[src/rtl/line_seq_ctrl.sv]
// Line sequencer for a 5x5 line-buffer filter: turns raw HDMI dv/vs into
// BRAM write addresses, row/column tracking and a kernel-valid flag.
module line_seq_ctrl #(
   parameter int ADDR_W   = 11,
   parameter int MIN_ROWS = 4
) (
   input  logic              clk,
   input  logic              rst,
   input  logic              rx_dv,
   input  logic              rx_hs,
   input  logic              rx_vs,
   input  logic              bypass_req,
   output logic [ADDR_W-1:0] addr,
   output logic              bram_we,
   output logic [ADDR_W-1:0] row,
   output logic [ADDR_W-1:0] col,
   output logic [ADDR_W-1:0] line_width,
   output logic              kernel_valid,
   output logic              frame_start,
   output logic              bypass_active,
   output logic              err_overflow
);

   typedef enum logic [1:0] {WAIT_VS, FRAME, LINE, HBLANK} state_t;

   localparam logic [ADDR_W-1:0] MAX_IDX   = '1;
   localparam logic [ADDR_W-1:0] ROW_MIN   = ADDR_W'(MIN_ROWS);
   localparam logic [ADDR_W-1:0] COL_MIN   = ADDR_W'(4);

   state_t              state_q, state_d;
   logic                dv_r, vs_r, dv_prev_q, vs_prev_q;
   logic                hs_r_unused;
   logic [ADDR_W-1:0]   addr_q, addr_d, row_q, row_d, col_q, col_d;
   logic [ADDR_W-1:0]   line_width_q, line_width_d;
   logic                bram_we_q, bram_we_d, kernel_valid_q, kernel_valid_d;
   logic                frame_start_q, frame_start_d;
   logic                bypass_active_q, bypass_active_d;
   logic                err_overflow_q, err_overflow_d;
   logic                dv_rise, dv_fall, vs_rise;

   always_comb begin
      dv_rise         = dv_r & ~dv_prev_q;
      dv_fall         = ~dv_r & dv_prev_q;
      vs_rise         = vs_r & ~vs_prev_q;
      state_d         = state_q;
      addr_d          = addr_q;
      row_d           = row_q;
      col_d           = col_q;
      line_width_d    = line_width_q;
      bram_we_d       = 1'b0;
      frame_start_d   = 1'b0;
      bypass_active_d = bypass_active_q;
      err_overflow_d  = err_overflow_q;

      // Vsync restarts the frame from any state and outranks a coincident dv edge.
      if (vs_rise) begin
         state_d         = FRAME;
         addr_d          = '0;
         row_d           = '0;
         col_d           = '0;
         frame_start_d   = 1'b1;
         err_overflow_d  = 1'b0;
         bypass_active_d = bypass_req;
      end else begin
         case (state_q)
            FRAME, HBLANK: begin
               if (dv_rise) begin
                  state_d   = LINE;
                  addr_d    = '0;
                  col_d     = '0;
                  bram_we_d = 1'b1;
               end
            end
            LINE: begin
               if (dv_fall) begin
                  state_d      = HBLANK;
                  line_width_d = (col_q == MAX_IDX) ? MAX_IDX : col_q + 1'b1;
                  row_d        = (row_q == MAX_IDX) ? row_q : row_q + 1'b1;
               end else if (col_q == MAX_IDX) begin
                  err_overflow_d = 1'b1;
               end else begin
                  col_d     = col_q + 1'b1;
                  addr_d    = col_q + 1'b1;
                  bram_we_d = 1'b1;
               end
            end
            default: ;
         endcase
      end

      kernel_valid_d = bram_we_d && (row_q >= ROW_MIN) && (col_d >= COL_MIN);
   end

   always_ff @(posedge clk) begin
      if (rst) begin
         state_q         <= WAIT_VS;
         dv_r            <= 1'b0;
         hs_r_unused     <= 1'b0;
         vs_r            <= 1'b0;
         dv_prev_q       <= 1'b0;
         vs_prev_q       <= 1'b0;
         addr_q          <= '0;
         row_q           <= '0;
         col_q           <= '0;
         line_width_q    <= '0;
         bram_we_q       <= 1'b0;
         kernel_valid_q  <= 1'b0;
         frame_start_q   <= 1'b0;
         bypass_active_q <= 1'b0;
         err_overflow_q  <= 1'b0;
      end else begin
         state_q         <= state_d;
         dv_r            <= rx_dv;
         hs_r_unused     <= rx_hs;
         vs_r            <= rx_vs;
         dv_prev_q       <= dv_r;
         vs_prev_q       <= vs_r;
         addr_q          <= addr_d;
         row_q           <= row_d;
         col_q           <= col_d;
         line_width_q    <= line_width_d;
         bram_we_q       <= bram_we_d;
         kernel_valid_q  <= kernel_valid_d;
         frame_start_q   <= frame_start_d;
         bypass_active_q <= bypass_active_d;
         err_overflow_q  <= err_overflow_d;
      end
   end

   assign addr          = addr_q;
   assign bram_we       = bram_we_q;
   assign row           = row_q;
   assign col           = col_q;
   assign line_width    = line_width_q;
   assign kernel_valid  = kernel_valid_q;
   assign frame_start   = frame_start_q;
   assign bypass_active = bypass_active_q;
   assign err_overflow  = err_overflow_q;

endmodule
[config.mk]
export PLATFORM = sky130hd
export DESIGN_NAME = line_seq_ctrl
export DESIGN_NICKNAME = d
export VERILOG_FILES = /design/src/rtl/line_seq_ctrl.sv
export SDC_FILE = /design/constraint.sdc
export NUM_CORES = 1
export LEC_CHECK = 0
export CORE_MARGIN = 8
export CORE_UTILIZATION = 46
export DETAILED_ROUTE_END_ITERATION = 6
export PLACE_DENSITY = 0.75
export SKIP_CTS_REPAIR_TIMING = 1
export SLEW_MARGIN = 10
export SYNTH_ARGS = -nofsm -noshare
export SYNTH_HDL_FRONTEND = slang
export SYNTH_SLANG_ARGS = --single-unit
[constraint.sdc]
create_clock -name clk -period 1.95 [get_ports clk]
set_clock_uncertainty 0.2 [all_clocks]
set_input_delay 0.39 -clock clk [delete_from_list [all_inputs] [get_ports clk]]
set_output_delay 0.39 -clock clk [all_outputs]
set_load 0.02 [all_outputs]
==> results of run 1 <==
[metal layers]
metal / wire length (µm) / GRT usage / part of all wire / up-vias
met5: 0 / 0 / 0 / -
met4: 182 / 0.0617 / 0.024 / 0
met3: 539 / 0.0456 / 0.072 / 14
met2: 3560 / 0.291 / 0.47 / 93
met1: 3250 / 0.203 / 0.43 / 1160
li1: - / - / - / 1260
[power by group through the flow]
stage / combinational, mW / clock, mW / sequential, mW
after global routing: 0.169 / 0.762 / 1.14
after floorplan: 0.0821 / 0 / 1.17
final: 0.157 / 0.693 / 1.14
after global placement: 0.152 / 0 / 1.16
after CTS: 0.154 / 0.714 / 1.14
after detailed placement: 0.153 / 0 / 1.16
[synthesized netlist by cell type, drive strengths merged, types with 5 or more instances]
cell type  count
a211oi         5
a21oi         21
a311oi         8
buf           16
dfxtp         55
inv            9
nand2         26
nand2b         5
nand3         13
nor2          38
nor2b          8
nor3          15
nor4           6
o21ai         15
xnor2         12
[worst min path at each step]
stage	slack [ps]	end	cells past startpoint
after floorplan	230	frame_start$_SDFF_PP0_	1
after global placement	230	addr[2]$_SDFFE_PP0P_	2
after detailed placement	240	addr[9]$_SDFFE_PP0P_	2
after CTS	260	line_width[8]$_SDFFE_PP0P_	2
after global routing	290	addr[3]$_SDFFE_PP0P_	2
final	250	addr[9]$_SDFFE_PP0P_	2
[area by class of cell]
class / instances / share of cell area
sequential: 55 / 0.294
clock buffer: 6 / 0.0247
inverter: 9 / 0.0102
tap: 72 / 0.0237
clock inverter: 1 / 0.00198
timing repair buffer: 105 / 0.263
multi-input combinational: 220 / 0.382
[critical path, stage by stage (launching register included)]
cell       delay [ps]
dfxtp_2           440
nand4_1           230
nor3_2            320
o21ai_0           190
a2111oi_4         400
a31oi_1           130
[per-stage QoR]
step,TNS (ps),hold slack (ps),utilization
2_1_floorplan,0,227,-
3_3_place_gp,-55.3,235,0.639
3_5_place_dp,-101,242,0.639
4_1_cts,-1170,262,0.657
5_1_grt,-229,286,0.686
6_report,-74.3,250,0.686
[logic make-up (layout without fill, tap and decap cells)]
logic type,Yosys count,after routing,synth area share
AO/OA/AOI/OAI,67,67,0.175
XOR/XNOR,15,15,0.0496
adder cells (fa/ha/maj),4,4,0.0189
buffers and inverters,27,121,0.0591
flip-flops,55,55,0.416
multiplexers,2,2,0.00804
AND/OR/NAND/NOR,131,132,0.273
[registers in the layout (all words and copies together), names as in the netlist]
signal         cells
addr              11
col               11
line_width        11
row               11
state_q            2
bram_we            1
bypass_active      1
dv_prev_q          1
dv_r               1
err_overflow       1
frame_start        1
kernel_valid       1
vs_prev_q          1
vs_r               1
==> flow_metrics.py, run 1 <==
metrics = {
    "layout": {
        "n_antenna_cell": 0,
        "fin_cells": 468,
        "final-seq-area_mm2": 0.00112,
        "syn_to_final_growth_pct": 43.5,
        "final_net_count": 406,
        "fin_area_mm2": 0.00380,
        "drive_gt1_frac": 0.250,
        "fillers": 441,
        "multi_input_area_mm2": 0.00145,
        "layout_commonest_cell": "buf_4",
        "final_cell_mix": "buf_4 (50), dfxtp_1 (45), nor2_1 (32), clkdlybuf4s50_1 (32), nand2_1 (25)",
    },
    "grt": {
        "grt_overflow": 0,
        "grt_max_degree": 21,
        "grt_pass1_vias": 2532,
        "grt_pass1_wl_um": 12200,
        "grt.total_usage": 0.171,
        "antenna_found_initial": 0,
    },
    "yosys": {
        "synth-seq-cells": 55,
        "synth_area_leader_cell": "dfxtp_1",
        "avgSynthCellArea_um2": 8.79,
        "synth_warnings": 0,
        "syn_nets": 311,
        "ys.flop_type": "dfxtp_1",
        "ys_seq_area_frac": 0.416,
        "synth_edf_count": 0,
        "synth_cell_types": 58,
        "async_flop_share": 0,
        "syn_inst": 301,
        "syn-cell-area_mm2": 0.00265,
        "synth.top_cells.by_area": "dfxtp_1 (42%), nor2_1 (4.7%), xnor2_1 (4.0%)",
        "synth_top_cell_area_share": 0.416,
    },
    "timing": {
        "rsz0062_at_grt": "true",
        "layout_setup_ws_ps": -74.3,
        "hold_viol": 0,
        "maxSlewViolCount": 0,
        "period_share": 1.04,
        "period_needed_ps": 2020,
        "slew_headroom": 0.739,
        "worst_slew_pin_slew_ps": 386,
        "setup_viol_count_final": 1,
        "fmax_mhz": 494,
    },
    "routing": {
        "wl_per_cell_um": 16.1,
        "route.detailed.drc": 0,
        "drt_iter0_drc": 230,
        "firstDrtPassIters": 4,
        "vias_per_cell": 5.40,
        "routed_wl_um": 7530,
        "vias": 2527,
        "antenna_left": 0,
    },
    "worst_setup_path": {
        "required_ps": 1940,
        "cp-end-kind": "flop",
        "endpoint": "kernel_valid$_SDFF_PP0_",
        "r2r_end": "kernel_valid$_SDFF_PP0_",
        "rrSetupSlack_ps": -70,
        "r2r-start": "col[6]$_SDFF_PP0_",
        "critPathKind": "flop to flop",
        "cp-startpoint": "col[6]$_SDFF_PP0_",
        "cp_data_arrival_time_ps": 2010,
        "worstSetupStartpointType": "flop",
        "r2r_cells": 5,
        "cp_max_fo": 6,
    },
    "place": {
        "pre_cts_slack_ps": -59.0,
        "port_buffers": 53,
        "place_congestion": 0.891,
        "dp_hpwl_um": 5440,
        "dp_cells": 452,
        "dpl_cell_area_mm2": 0.00354,
    },
    "run": {
        "drv_cap": 0,
    },
    "clocking": {
        "cts_tree": "built",
        "clock_tree.root_cell": "clkbuf_8",
        "clk_latency_ps": 310,
        "cts_inserted_buffers": 5,
        "clock-sinks": 55,
        "clkTransAtPathRegs_ps": 100,
        "cts_buffer_depth": 2,
        "cts_max_level": 2,
    },
    "power_and_ir_drop": {
        "p_leak_nw": 1.70,
        "p_clk_frac": 0.349,
        "internal_power_mw": 1.53,
        "ir_drop_uv": 415,
        "switching_share": 0.233,
        "power.total_mw": 1.99,
        "p_seq_frac": 0.573,
        "power.density_mw_per_mm2": 523,
        "combPwrFrac": 0.079,
        "p_sw_mw": 0.463,
    },
    "worst_hold_path": {
        "min-delay-start": "addr[9]$_SDFFE_PP0P_",
        "hold_path.class": "flop to flop",
    },
    "run_status": {
        "violations": "setup timing",
        "run_status": "complete, but fails checks",
    },
    "floorplan": {
        "dieArea_mm2": 0.00844,
        "die_w_um": 91.8,
        "num_rows": 27,
        "io_pins": 55,
        "initial_core_util": 0.478,
        "core_mm2": 0.00554,
        "fp.dieH_um": 91.8,
    },
}
Power figures use the tool's default switching activity.
==> run 2: changes to the inputs <==
--- a/config.mk
+++ b/config.mk
@@ -8,6 +8,7 @@
 export CORE_MARGIN = 8
 export CORE_UTILIZATION = 46
 export DETAILED_ROUTE_END_ITERATION = 6
+export HOLD_SLACK_MARGIN = 0.03
 export PLACE_DENSITY = 0.75
 export SKIP_CTS_REPAIR_TIMING = 1
 export SLEW_MARGIN = 10
==> results of run 2 <==
The final DEF is identical to that of run 1; final timing and power are the same.
